==> config.mk <==
export PLATFORM = sky130hd
export DESIGN_NAME = sm_job_scheduler
export DESIGN_NICKNAME = d
export VERILOG_FILES = /design/src/rtl/sm_sched_pkg.sv /design/src/rtl/sm_job_scheduler_rr_arbiter.sv /design/src/rtl/sm_job_scheduler.sv
export SDC_FILE = /design/constraint.sdc
export NUM_CORES = 1
export LEC_CHECK = 0
export CORE_MARGIN = 2
export CORE_UTILIZATION = 30
export DETAILED_ROUTE_END_ITERATION = 8
export PLACE_DENSITY = 0.69
export SYNTH_ARGS = -nofsm -noshare
export SYNTH_HDL_FRONTEND = slang
export SYNTH_HIERARCHICAL = 1
export SYNTH_SLANG_ARGS = --single-unit
==> constraint.sdc <==
create_clock -name clk -period 3.2 [get_ports clk]
set_input_delay 0.96 -clock clk [delete_from_list [all_inputs] [get_ports clk]]
set_output_delay 0.96 -clock clk [all_outputs]
set_load 0.01 [all_outputs]
==> src/rtl/sm_sched_pkg.sv <==
// ---------------------------------------------------------------------------
// sm_sched_pkg
// Shared definitions for the job scheduler: FSM state encoding and the
// operand / result widths of the compute-unit interface.
// ---------------------------------------------------------------------------
package sm_sched_pkg;

    localparam int X_W = 16;   // operand width (signed)
    localparam int Y_W = 32;   // result width (signed)

    typedef enum logic [1:0] {
        S_IDLE  = 2'd0,
        S_ISSUE = 2'd1,
        S_WAIT  = 2'd2,
        S_RESP  = 2'd3
    } state_e;

endpackage

==> src/rtl/sm_job_scheduler_rr_arbiter.sv <==
// ---------------------------------------------------------------------------
// rr_arbiter
// Purely combinational round-robin lane selector.
// Picks the first requesting lane at or after ptr, wrapping from N-1 to 0.
//
// Ports
//   req   in  [N-1:0]      request vector
//   ptr   in  [IDX_W-1:0]  highest-priority lane for this decision
//   grant out [N-1:0]      one-hot grant (all zero when no request)
//   idx   out [IDX_W-1:0]  binary index of the granted lane (0 when none)
// ---------------------------------------------------------------------------
module rr_arbiter #(
    parameter int N     = 4,
    parameter int IDX_W = 2
) (
    input  logic [N-1:0]     req,
    input  logic [IDX_W-1:0] ptr,
    output logic [N-1:0]     grant,
    output logic [IDX_W-1:0] idx
);

    logic [N-1:0] at_or_above_ptr;
    logic [N-1:0] masked_req;
    logic [N-1:0] pick;

    // Lanes whose index is >= ptr form the first search window; if none of
    // them request, the search wraps to the full vector starting at lane 0.
    generate
        for (genvar gi = 0; gi < N; gi++) begin : g_mask
            assign at_or_above_ptr[gi] = (gi >= int'(ptr));
        end
    endgenerate

    assign masked_req = req & at_or_above_ptr;
    assign pick       = (|masked_req) ? masked_req : req;

    // Isolate the lowest set bit of the chosen window.
    assign grant = pick & (~pick + {{(N-1){1'b0}}, 1'b1});

    always_comb begin
        idx = '0;
        for (int i = 0; i < N; i++) begin
            if (grant[i]) begin
                idx = IDX_W'(i);
            end
        end
    end

endmodule

==> src/rtl/sm_job_scheduler.sv <==
// ---------------------------------------------------------------------------
// sm_job_scheduler
// Shares one compute unit between NUM_REQ requesters. A job is accepted from
// the round-robin winner, issued to the compute unit with a one-cycle start
// pulse, and its result (or a timeout error) is returned on a valid/ready
// response channel tagged with the owning requester index.
//
// Ports
//   clk        in   clock, rising edge
//   rst_n      in   asynchronous active-low reset
//   req_valid  in   [NUM_REQ]       per-lane job request
//   req_data   in   [NUM_REQ*16]    per-lane signed operand, lane i at [16i+:16]
//   req_ready  out  [NUM_REQ]       one-hot accept, only in S_IDLE
//   cu_start   out  start pulse to the compute unit
//   cu_x       out  [16]            operand to the compute unit
//   cu_y       in   [32]            result, valid with cu_done
//   cu_done    in   completion strobe
//   rsp_valid  out  response available
//   rsp_ready  in   response accepted
//   rsp_id     out  [IDX_W]         requester owning the response
//   rsp_data   out  [32]            signed result (0 on timeout)
//   rsp_err    out  response caused by timeout
//   busy       out  high outside S_IDLE
// ---------------------------------------------------------------------------
module sm_job_scheduler
    import sm_sched_pkg::*;
#(
    parameter  int NUM_REQ = 4,
    parameter  int TIMEOUT = 15,
    localparam int IDX_W   = (NUM_REQ > 1) ? $clog2(NUM_REQ) : 1
) (
    input  logic                   clk,
    input  logic                   rst_n,
    input  logic [NUM_REQ-1:0]     req_valid,
    input  logic [NUM_REQ*X_W-1:0] req_data,
    output logic [NUM_REQ-1:0]     req_ready,
    output logic                   cu_start,
    output logic [X_W-1:0]         cu_x,
    input  logic [Y_W-1:0]         cu_y,
    input  logic                   cu_done,
    output logic                   rsp_valid,
    input  logic                   rsp_ready,
    output logic [IDX_W-1:0]       rsp_id,
    output logic [Y_W-1:0]         rsp_data,
    output logic                   rsp_err,
    output logic                   busy
);

    // Counter must be able to hold TIMEOUT itself.
    localparam int CNT_W = (TIMEOUT < 2) ? 1 : $clog2(TIMEOUT + 1);

    state_e             state_q, state_d;
    logic [IDX_W-1:0]   ptr_q,   ptr_d;
    logic [IDX_W-1:0]   idx_q,   idx_d;
    logic [X_W-1:0]     x_q,     x_d;
    logic [CNT_W-1:0]   cnt_q,   cnt_d;
    logic [Y_W-1:0]     data_q,  data_d;
    logic               err_q,   err_d;

    logic [NUM_REQ-1:0] grant;
    logic [IDX_W-1:0]   grant_idx;
    logic [X_W-1:0]     lane_x [NUM_REQ];
    logic [X_W-1:0]     sel_x;
    logic [CNT_W-1:0]   cnt_inc;

    generate
        for (genvar gi = 0; gi < NUM_REQ; gi++) begin : g_lane
            assign lane_x[gi] = req_data[gi*X_W +: X_W];
        end
    endgenerate

    rr_arbiter #(
        .N     (NUM_REQ),
        .IDX_W (IDX_W)
    ) u_arb (
        .req   (req_valid),
        .ptr   (ptr_q),
        .grant (grant),
        .idx   (grant_idx)
    );

    // One-hot operand mux driven by the grant.
    always_comb begin
        sel_x = '0;
        for (int i = 0; i < NUM_REQ; i++) begin
            if (grant[i]) begin
                sel_x = lane_x[i];
            end
        end
    end

    // ---------------- state register ----------------
    always_ff @(posedge clk or negedge rst_n) begin
        if (!rst_n) begin
            state_q <= S_IDLE;
            ptr_q   <= '0;
            idx_q   <= '0;
            x_q     <= '0;
            cnt_q   <= '0;
            data_q  <= '0;
            err_q   <= 1'b0;
        end else begin
            state_q <= state_d;
            ptr_q   <= ptr_d;
            idx_q   <= idx_d;
            x_q     <= x_d;
            cnt_q   <= cnt_d;
            data_q  <= data_d;
            err_q   <= err_d;
        end
    end

    // ---------------- next-state logic ----------------
    always_comb begin
        state_d = state_q;
        ptr_d   = ptr_q;
        idx_d   = idx_q;
        x_d     = x_q;
        cnt_d   = cnt_q;
        data_d  = data_q;
        err_d   = err_q;
        cnt_inc = cnt_q + CNT_W'(1);

        unique case (state_q)
            S_IDLE: begin
                // A non-zero grant implies the granted lane is valid, so
                // the grant itself is the acceptance condition.
                if (|grant) begin
                    idx_d   = grant_idx;
                    x_d     = sel_x;
                    state_d = S_ISSUE;
                end
            end
            S_ISSUE: begin
                cnt_d   = '0;
                state_d = S_WAIT;
            end
            S_WAIT: begin
                // cu_done is checked first so it wins over a coincident timeout.
                if (cu_done) begin
                    data_d  = cu_y;
                    err_d   = 1'b0;
                    state_d = S_RESP;
                end else begin
                    cnt_d = cnt_inc;
                    if (cnt_inc == CNT_W'(TIMEOUT)) begin
                        data_d  = '0;
                        err_d   = 1'b1;
                        state_d = S_RESP;
                    end
                end
            end
            S_RESP: begin
                if (rsp_ready) begin
                    ptr_d   = (idx_q == IDX_W'(NUM_REQ - 1)) ? '0 : idx_q + IDX_W'(1);
                    state_d = S_IDLE;
                end
            end
            default: begin
                state_d = S_IDLE;
            end
        endcase
    end

    // ---------------- outputs ----------------
    always_comb begin
        req_ready = '0;
        cu_start  = 1'b0;
        rsp_valid = 1'b0;
        busy      = 1'b1;
        unique case (state_q)
            S_IDLE: begin
                req_ready = grant;
                busy      = 1'b0;
            end
            S_ISSUE: cu_start  = 1'b1;
            S_WAIT:  ;
            S_RESP:  rsp_valid = 1'b1;
            default: ;
        endcase
    end

    assign cu_x     = x_q;
    assign rsp_id   = idx_q;
    assign rsp_data = data_q;
    assign rsp_err  = err_q;

endmodule

# Word level (Yosys, flattened, before mapping)
# Cells that the tools add are included.
# totals
reg_bits	59
in_bits	104
output_inout_bits	58
word_cells	59
# classes
add_sub_neg	3
magnitude_cmp	3
n_eq_ne	9
muxes	24
bitwise	3
reduce_logical	10
# ops
operator	n
two-way mux 16 bit	4
two-way mux 32 bit	2
two-way mux 2 bit	7
two-way mux 4 bit	3
adder 4 x 1 -> 4 bit, second input constant	2
bitwise AND 4 bit	2
case mux 2 bit (4 select lines)	1
case mux 4 bit (2 select lines)	1
AND reduction 2 bit	4
OR reduction 4 bit	2
equality test 2 bit, second input constant	3
two-way mux 1 bit	6
!= test 2 bit, second input constant	3
equality test 4 bit, second input constant	1
>= comparator 1 x 2 -> 1 bit, first input constant	2
inverter 4 bit	1
nonzero test 2 bit	2
!= test 3 bit, second input constant	1
AND reduction 3 bit	1
adder 2 x 1 -> 2 bit, second input constant	1
equality test 2 x 1 -> 1 bit, second input constant	1
>= comparator 2 bit, first input constant	1
zero test 2 bit	1

# Depth between registers and ports, before layout
# Gate-level depths: netlist of run 1.
# logic_depth
word_depth	11
depth_mapped	10
depth_no_buf	7

# Hierarchy
# Netlist of run 1, hierarchy kept.
# by_module_without_submodules
mod	instances	cells_per_inst	area_per_inst_um2	seq_area_each_um2
sm_job_scheduler	1	309	2886.5	1476.4
rr_arbiter	1	31	227.7	0.0

# Worst setup path before layout of run 1
# Ideal clock, no wire load.
# synth_path
kind	input to output
start	input port req_valid[0]
end	output port req_ready[1]
arrival_ps	2002
t_required_ps	2240
path_slack_ps	238
cell_stages	6
n_path_buf	3
cell_sequence	buf_6 nor2_1 o221a_2 buf_2 buf_2 and2_1
# synth_between
elab_chain_len	7
# synth_lines
element	line_no	source
start: declaration	sm_job_scheduler.sv:34	input logic [NUM_REQ-1:0] req_valid,
bitwise AND 4 bit	sm_job_scheduler_rr_arbiter.sv:34	assign masked_req = req & at_or_above_ptr;
OR reduction 4 bit	sm_job_scheduler_rr_arbiter.sv:35	assign pick = (|masked_req) ? masked_req : req;
two-way mux 4 bit *	sm_job_scheduler_rr_arbiter.sv:35	
inverter 4 bit	sm_job_scheduler_rr_arbiter.sv:38	assign grant = pick & (~pick + {{(N-1){1'b0}}, 1'b1});
adder 4 x 1 -> 4 bit	sm_job_scheduler_rr_arbiter.sv:38	
bitwise AND 4 bit *	sm_job_scheduler_rr_arbiter.sv:38	
via grant[1]	sm_job_scheduler.sv:60	logic [NUM_REQ-1:0] grant;
two-way mux 4 bit *	sm_job_scheduler.sv:171	unique case (state_q)
end: declaration	sm_job_scheduler.sv:36	output logic [NUM_REQ-1:0] req_ready,
# Mark *: on every way through the listed nets, which the timed path passes. The rest lies on a longest branch.

# Final worst setup path of run 1
# Same ends and word-level chain as after synthesis.

==> results.md, run 1 <==
* DRT iter0 DRCs at 132
* Design area at roughly 5100 µm²
* Clock skew at about 0.0056 ns
* CTS tree: built
* Maxcap violations at 0
* Met2 Usage GRT at between 20 and 30%
* Maximum vdd drop at 405 µV
* Fraction of layout cells with a size suffix above 1 at 10.2%
* Cells after Synth at 340
* Crit-path max FO at 5
* Fmax at 321 MHz
* Clock buffer count from CTS at 9
* # diodes at 0
* Filler cell count at 952
* Root Buffer: clkbuf_8
* Final wirelength at 9500 µm
* Post-synth EDFFs at 0
* Antenna-violating nets left at 0
* DP HPWL at 7110 µm
* Cell with the most instances after synthesis: nand2_1
* Postcts setup bufs at 0
* Rel. slew slack at 51.4%
* Initial Util at 30.6%
* Status: finished, final reports clean
* Multi-input logic area at 1460 µm²
* Syn_area_per_cell at ~9 µm²
* IO Pins at 162
* Area Overhead vs Synth at 64.8%
* Crit share post-route at between 90% and 100%
* Synth async-reset ratio at 100%
* Synth area leaders: dfrtp_1 47%, nand2_1 11%, a21oi_1 6.1%
* # DRC at 0
* Vias per cell at 4.84
* Actual slew at the worst max-slew pin at 0.728 ns
* Library cells used by synthesis at 46
* Arr. time, crit path at 2.16 ns
* Die ar. at approximately 11000 µm²
* Synth top area share at approximately 47%
* Placed Area at 4910 µm²
* Final min period at 3.12 ns
* HP Class: flop to flop
* Commonest cells in the netlist: 90 x nand2_1, 59 x dfrtp_1, 38 x a21oi_1
* Final Max Tran Viols at 0
* Wire length of the first global-routing pass at 15300 µm
* Number of global-route vias before repair at 3101
* Fin. Hold Viols at 0
* Met3 usage at 4.64%
* RSZ-0062 raised after global routing: no
* Seq cells post-synth at 59
* Initial antenna violation count at 0
* # rows at 37
* Pre-antenna DRT Iters at 4
* Sequential area share after synthesis at 47.4%
* Setup CP Type: primary input to output pin
* Leakage at 2.17 nW
* Total number of yosys warnings at 6
* Met1 Use GR at 21.9%
* Global route hottest layer: met2
* Area leader, netlist: dfrtp_1
* Clock Path Buffers at 2
* Syn_nets at 452
* Power, Total at 0.00423 W
* Nets at 619
* Req. time, crit path at around 2.2 ns
* Die Height at 106 µm
* Reg clk slew, reported paths at roughly 0.060 ns
* Synth Cell Area at 3110 µm²
* Core Region at around 10000 µm²
* Final setup fails at 0
* Largest net degree at the start of global routing at 35
* Routed vias at 3133
* Clk sink count at just under 60
* Power per cell area at 824 nW/µm²
* Worst setup EP type: output pin
* Clk_lat worst skew at 0.33 ns
* GRT Total Usage at 17.0%
* H-tree lvl count at 3
* I/O Buffers at 161
* Register area at 1480 µm²
* RePlAce Congestion at 0.790
* Element type at the critical path start: primary input
* Die X at approximately 110 µm
* Avg WL per Cell at 14.7 µm
* Top FF cell, synth: dfrtp_1
* GRT overflow at 0
==> flip-flops by register name, indices dropped and copies added (netlist names) <==
register,cells
rsp_id,2
cnt_q,4
ptr_q,2
cu_x,16
state_q,2
rsp_data,32
rsp_err,1
==> power breakdown <==
| group | internal (W) | switching (W) |
|---|---|---|
| logic | 0.00116 | 0.000994 |
| clock network | 0.000477 | 0.000290 |
| registers | 0.00108 | 0.000229 |
==> final cells by class <==
class	count	share of cell area, %
clock inverters	4	1.44
multi-input cells	246	28.5
clock buffers	11	2.95
inverters	10	0.731
repair buffers	181	34.3
flip-flops and latches	59	28.8
well taps	136	3.32
==> worst max-delay path, cell delays in order <==
cell	delay, ns
dlygate4sd2_1	0.29
buf_4	0.17
a21oi_1	0.05
o221a_2	0.28
and2_1	0.13
dlygate4sd2_1	0.28
==> cells in the final DEF (no fill, tap or decap), types with 6 or more instances in the layout <==
| cell | n |
|---|---|
| dlygate4sd2_1 | 8 |
| clkbuf_8 | 11 |
| nor2_1 | 8 |
| clkdlybuf4s50_1 | 152 |
| o31ai_1 | 17 |
| o22ai_1 | 16 |
| buf_4 | 19 |
| inv_1 | 8 |
| ha_1 | 8 |
| nand2_1 | 90 |
| a21oi_1 | 38 |
| o21ai_0 | 6 |
| dfrtp_1 | 59 |
| a221oi_1 | 14 |
==> stage by stage <==
stage / util [%] / TNS (ns) / hold slack (ns) / cells / setup slack [ns]
final: 50.4 / 0 / 0.475 / 647 / 0.0804
after global routing: 50.4 / 0 / 0.516 / 647 / 0.0494
after detailed placement: 48.2 / -1.45 / 0.466 / 632 / -0.364
after CTS: 50.4 / 0 / 0.480 / 647 / 0.0922
after floorplan: - / 0 / 0.512 / 340 / 0.238
after global placement: 48.2 / -1.22 / 0.461 / 632 / -0.322
==> worst paths after layout <==
check	start	slack, ns	to	cells past startpoint
hold / removal	cu_x[3]$_DFFE_PN0P_	0.47	cu_x[3]$_DFFE_PN0P_	2
min in group asynchronous	rst_n	0.68	rsp_data[22]$_DFFE_PN0P_	1
setup reg to reg	ptr_q[1]$_DFFE_PN0P_	0.74	state_q[1]$_DFFE_PN0P_	8
max in group asynchronous	rst_n	1.90	rsp_data[4]$_DFFE_PN0P_	2
hold reg to reg	cu_x[3]$_DFFE_PN0P_	0.47	cu_x[3]$_DFFE_PN0P_	2
setup / recovery	req_valid[0]	0.08	req_ready[1]	6
==> repair_timing <==
| item | 4_1_cts | 5_1_grt |
|---|---|---|
| hold buffers | 0 | 0 |
| endpoints found under the setup margin | 4 | 0 |
| resized for setup | 12 | 0 |
==> metal layers <==
| layer | wire length (µm) | vias up |
|---|---|---|
| li1 | - | 1540 |
| met1 | 4170 | 1487 |
| met2 | 4680 | 91 |
| met3 | 461 | 15 |
| met4 | 189 | 0 |
| met5 | 0 | - |
==> logic make-up after synthesis <==
group           Yosys count  share of synthesized area [%]
mux                       6                           2.09
flops                    59                           47.4
xor+xnor                  1                          0.281
compound gates          115                           25.4
simple gates            116                           15.7
fa+ha+maj                 8                           3.21
buf+inv                  35                           5.87
(Power assumes the default switching activity.)
==> run 2, diff against run 1 <==
--- a/config.mk
+++ b/config.mk
@@ -5,10 +5,11 @@
 export SDC_FILE = /design/constraint.sdc
 export NUM_CORES = 1
 export LEC_CHECK = 0
-export CORE_MARGIN = 2
-export CORE_UTILIZATION = 30
+export ABC_AREA = 0
+export CORE_MARGIN = 3
+export CORE_UTILIZATION = 40
 export DETAILED_ROUTE_END_ITERATION = 8
-export PLACE_DENSITY = 0.69
+export PLACE_DENSITY = 0.86
 export SYNTH_ARGS = -nofsm -noshare
 export SYNTH_HDL_FRONTEND = slang
 export SYNTH_HIERARCHICAL = 1
==> results.md, run 2 (synthesized netlist as in run 1, its figures left out) <==
* Critical hold path startpoint: cu_x[15]$_DFFE_PN0P_
* Slowest CP cell: dlygate4sd2_1
* Pre-antenna DRT Iters at 4
* CTS tree: built
* # DRC at 0
* Cells on worst reg2reg path at 8
* Worst r2r src: ptr_q[1]$_DFFE_PN0P_
* GRT Total Usage at 21.7%
* Crit share post-route at 95.7%
* Final Max Tran Viols at 0
* Reg clk slew, reported paths at 0.07 ns
* Number of global-route vias before repair at 3169
* Wire length of the first global-routing pass at 15300 µm
* Area Overhead vs Synth at 62.0%
* Most frequent cells in the layout: 152 x clkdlybuf4s50_1, 90 x nand2_1, 59 x dfrtp_1
* Actual slew at the worst max-slew pin at 0.673 ns
* P_int at around 0.0026 W
* Design area at 5050 µm²
* Largest net degree at the start of global routing at 35
* Fin. Hold Viols at 0
* Worst setup EP type: output pin
* Rel. slew slack at 55.2%
* HP Class: flop to flop
* Clk sink count at 59
* Leakage at 2.15 nW
* Maximum vdd drop at 545 µV
* # rows at 31
* Worst min-delay path endpoint: cu_x[15]$_DFFE_PN0P_
* Vias per cell at 5.29
* Placed Area at a little under 5000 µm²
* Largest stage delay on the critical path at 0.31 ns
* Seq pwr share at 31.4%
* Element type at the critical path start: primary input
* R2r endpoint: state_q[1]$_DFFE_PN0P_
* Reg2reg setup slack at 0.75 ns
* Fmax at 327 MHz
* Avg WL per Cell at 16.1 µm
* Placed cells at around 600
* Req. time, crit path at 2.24 ns
* Hold Path Stages at 2
* Nets at just over 600
* Multi-input logic area at 1470 µm²
* Clk_lat worst skew at 0.33 ns
* Final Worst Setup Slack at approximately 0.14 ns
* Crit-path max FO at 7
* CP dominant cell by count: dlygate4sd2_1
* Status: finished, final reports clean
* Routed vias at 3224
* Clock share of power at 16.7%
* IO Pins at 162
* Final setup fails at 0
* Filler cell count at 600
* Clock Path Buffers at 2
* Core Region at approximately 7400 µm²
* Final wirelength at 9790 µm
* Initial antenna violation count at 0
* H-tree lvl count at 3
* CTS Hold Bufs at 0
* Register area at 1480 µm²
* DP HPWL at a little over 7000 µm
* Power per cell area at 826 nW/µm²
* Die ar. at 8880 µm²
* Non-filler instance count after layout at 609
* Final min period at 3.06 ns
* Maxcap violations at 0
* Fraction of layout cells with a size suffix above 1 at 10.6%
* Hold WS at between 0.4 and 0.5 ns
* Net switching power at 0.00155 W
* Combinational power share at 51.9%
* # diodes at 0
* Setup CP Type: primary input to output pin
* Switching part of the total at approximately 37%
* Max reg flops at 32
* Arr. time, crit path at between 2 and 2.5 ns
* DRT iter0 DRCs at 139
* GRT overflow at 0
* Root Buffer: clkbuf_8
* RSZ-0062 raised after global routing: no
* I/O Buffers at 161
* Antenna-violating nets left at 0
* Clock buffer count from CTS at 9
* Most common cell after layout, fill and taps aside: clkdlybuf4s50_1
* Die X at 94.2 µm
* Worst path cell trace: dlygate4sd2_1 -> o2bb2ai_2 -> a22oi_1 -> nor2b_1 -> and2_1 -> dlygate4sd2_1
* Clock skew at 0.00762 ns
* Initial Util at 42.0%
* Die Height at 94.2 µm
* RePlAce Congestion at 0.817
* Place WS at -0.479 ns
[run 2: worst max-delay path: cells and delay by family]
kind	cells	cell delay, ns
AND/OR/NAND/NOR	2	0.30
AO/OA/AOI/OAI	2	0.27
buffers and inverters	2	0.57
[run 2: stage by stage]
step / utilization, % / setup TNS [ns] / power, W
final: 68.1 / 0 / 0.00417
after global routing: 68.1 / 0 / 0.00449
after CTS: 68.1 / 0 / 0.00419
after detailed placement: 65.2 / -2.30 / 0.00348
after global placement: 65.2 / -1.49 / 0.00340
after floorplan: - / 0 / 0.00243
[run 2: power groups by stage]
| stage | logic (W) | registers (W) | clock network, W |
|---|---|---|---|
| global placement | 0.00210 | 0.00130 | 0 |
| CTS | 0.00217 | 0.00131 | 0.000710 |
| detailed placement | 0.00216 | 0.00131 | 0 |
| floorplan | 0.00102 | 0.00141 | 0 |
| finish | 0.00216 | 0.00131 | 0.000695 |
| global route | 0.00239 | 0.00135 | 0.000752 |
[run 2: metal layers]
metal,track usage (%),up-vias,part of all wire [%]
met1,27.2,1544,40
met2,37.2,123,52
li1,-,1540,-
met3,5.61,17,6.7
met5,0,-,0
met4,5.42,0,2.0
[run 2: layout make-up]
| cell class | instances | share of cell area, % |
|---|---|---|
| clock buffer | 10 | 2.73 |
| clock inverter | 6 | 1.26 |
| inverter | 10 | 0.744 |
| multi-input combinational | 246 | 29.2 |
| sequential | 59 | 29.3 |
| tap | 99 | 2.45 |
| timing repair buffer | 179 | 34.4 |
[run 2: worst max path at each step]
stage	start	to	slack [ns]
floorplan	req_valid[0]	req_ready[1]	0.24
global placement	req_valid[0]	req_ready[2]	-0.40
detailed placement	req_valid[0]	req_ready[2]	-0.48
CTS	req_valid[2]	req_ready[1]	0.01
global route	req_valid[1]	req_ready[0]	0.05
finish	req_valid[1]	req_ready[0]	0.14
[run 2: what timing repair did]
item,4_1_cts,5_1_grt
hold endpoints to repair,0,0
pin swaps,1,0
gates resized for setup,16,4
setup buffers,1,0
setup endpoints to repair,4,1
cloned,0,0
==> run 3, diff against run 2 <==
--- a/config.mk
+++ b/config.mk
@@ -7,9 +7,10 @@
 export LEC_CHECK = 0
 export ABC_AREA = 0
 export CORE_MARGIN = 3
-export CORE_UTILIZATION = 40
+export CORE_UTILIZATION = 55
 export DETAILED_ROUTE_END_ITERATION = 8
-export PLACE_DENSITY = 0.86
+export DONT_BUFFER_PORTS = 1
+export PLACE_DENSITY = 0.75
 export SYNTH_ARGS = -nofsm -noshare
 export SYNTH_HDL_FRONTEND = slang
 export SYNTH_HIERARCHICAL = 1
==> results.md, run 3 (synthesized netlist as in run 1, its figures left out) <==
* IO Pins at approximately 160
* Leakage at 1.45 nW
* Setup tns final at 0 ns
* Initial antenna violation count at 0
* Final Max Tran Viols at 0
* I/O Buffers at 0
* Clock buffer count from CTS at 9
* Number of global-route vias before repair at 2238
* Clock Path Buffers at 2
* Routed vias at 2477
* Wire length of the first global-routing pass at around 11000 µm
* Initial Util at 58.7%
* Status: finished, final reports clean
* H-tree lvl count at 3
* Critical path launch point: ptr_q[1]$_DFFE_PN0P_
* # DRC at 0
* Final Worst Setup Slack at 0.444 ns
* # diodes at 0
* Fmax at 363 MHz
* Worst setup EP type: output pin
* Pre-antenna DRT Iters at 4
* Hold WS at 0.316 ns
* Req. time, crit path at roughly 2.2 ns
* Die ar. at 6600 µm²
* Core Region at 5300 µm²
* Final setup fails at 0
* Final wirelength at roughly 7600 µm
* Fin. Hold Viols at 0
* Die Height at between 80 and 90 µm
* Power, Total at ~0.0034 W
* GRT Total Usage at 22.3%
* Maximum vdd drop at 667 µV
* CTS tree: built
* Final min period at 2.76 ns
* CTS Hold Bufs at 0
* Element type at the critical path start: flop
* Cells on worst reg2reg path at 7
* Max reg flops at 32
* Most common cell after layout, fill and taps aside: nand2_1
* Clk sink count at just under 60
* Maxcap violations at 0
* DRT iter0 DRCs at 129
* Nets at 446
* Place WS at 0.343 ns
* GRT overflow at 0
* DP HPWL at 5540 µm
* Vias per cell at between 6 and 7
* Most frequent cells in the layout: 90 x nand2_1, 59 x dfrtp_1, 38 x a21oi_1
* Clk_lat worst skew at approximately 0.33 ns
* R2r endpoint: cu_x[9]$_DFFE_PN0P_
* RSZ-0062 raised after global routing: no
* Antenna-violating nets left at 0
* Die X at 81.2 µm
* Fraction of layout cells with a size suffix above 1 at 10.4%
* Actual slew at the worst max-slew pin at 0.932 ns
* Postcts setup bufs at 0
* Reg clk slew, reported paths at 0.06 ns
* Crit-path max FO at 13
* Root Buffer: clkbuf_8
* Cts repair resizes at 0
* Reg2reg setup slack at 0.68 ns
* Area Overhead vs Synth at 6.59%
* Avg WL per Cell at between 15 and 20 µm
* Crit share post-route at between 80% and 90%
* Power per cell area at between 1000 and 1500 nW/µm²
* CP endpoint: req_ready[2]
* Largest net degree at the start of global routing at 60
* # rows at 26
* Setup CP Type: flop to output pin
* Rel. slew slack at 37.8%
* Arr. time, crit path at 1.80 ns
* RePlAce Congestion at 0.756
* HP Class: primary input to async pin
* Worst r2r src: ptr_q[1]$_DFFE_PN0P_
* Clock skew at around 0.0070 ns
==> run 3: cell count changes in the layout (fill, tap and decap cells not counted), sizes merged, moves of 2 or more <==
cell,delta
clkdlybuf4s50,-152
buf,-12
dlygate4sd2,-5
clkinvlp,-2
==> run 3: final cells by class <==
cell class              instances  area (µm²)
clock inverters                 3        65.1
fillers                       473        1980
clock buffers                  10         138
multi-input cells             246        1460
inverters                      10        37.5
well taps                      70        87.6
flip-flops and latches         59        1480
repair buffers                  8        60.1
==> run 3: worst min-delay path by stage <==
stage | cells past startpoint | to | slack (ns)
floorplan | 2 | cu_x[0]$_DFFE_PN0P_ | 0.51
global placement | 2 | cu_x[11]$_DFFE_PN0P_ | 0.54
detailed placement | 2 | cu_x[1]$_DFFE_PN0P_ | 0.55
CTS | 0 | rsp_data[31]$_DFFE_PN0P_ | 0.30
global route | 0 | rsp_data[31]$_DFFE_PN0P_ | 0.28
finish | 0 | rsp_data[31]$_DFFE_PN0P_ | 0.32
==> run 3: power by group <==
part           total, W  internal [W]  leakage [nW]  switching [W]
Combinational   0.00116      0.000505         0.605       0.000656
Sequential      0.00150       0.00108         0.742       0.000420
Clock          0.000715      0.000445         0.104       0.000269
Total           0.00337       0.00203          1.45        0.00134
==> run 3: critical path: stages (launching register included) <==
cell and delay, ns:
dfrtp_1 0.53, and2b_2 0.28, o21bai_1 0.05, a21boi_0 0.35, and2_1 0.25
==> run 3: metal layers <==
metal | part of all wire, % | global-route usage [%] | vias to the layer above
met2 | 50 | 35.0 | 89
met4 | 0.86 | 6.93 | 0
li1 | - | - | 1195
met3 | 9.8 | 10.6 | 6
met5 | 0 | 0 | -
met1 | 39 | 27.3 | 1187
==> run 3: through the flow <==
stage / utilization (%) / cell area, µm² / cells
2_1_floorplan: - / 3110 / 340
4_1_cts: 62.6 / 3320 / 406
3_3_place_gp: 58.8 / 3120 / 393
3_5_place_dp: 58.8 / 3120 / 393
5_1_grt: 62.6 / 3320 / 406
6_report: 62.6 / 3320 / 406
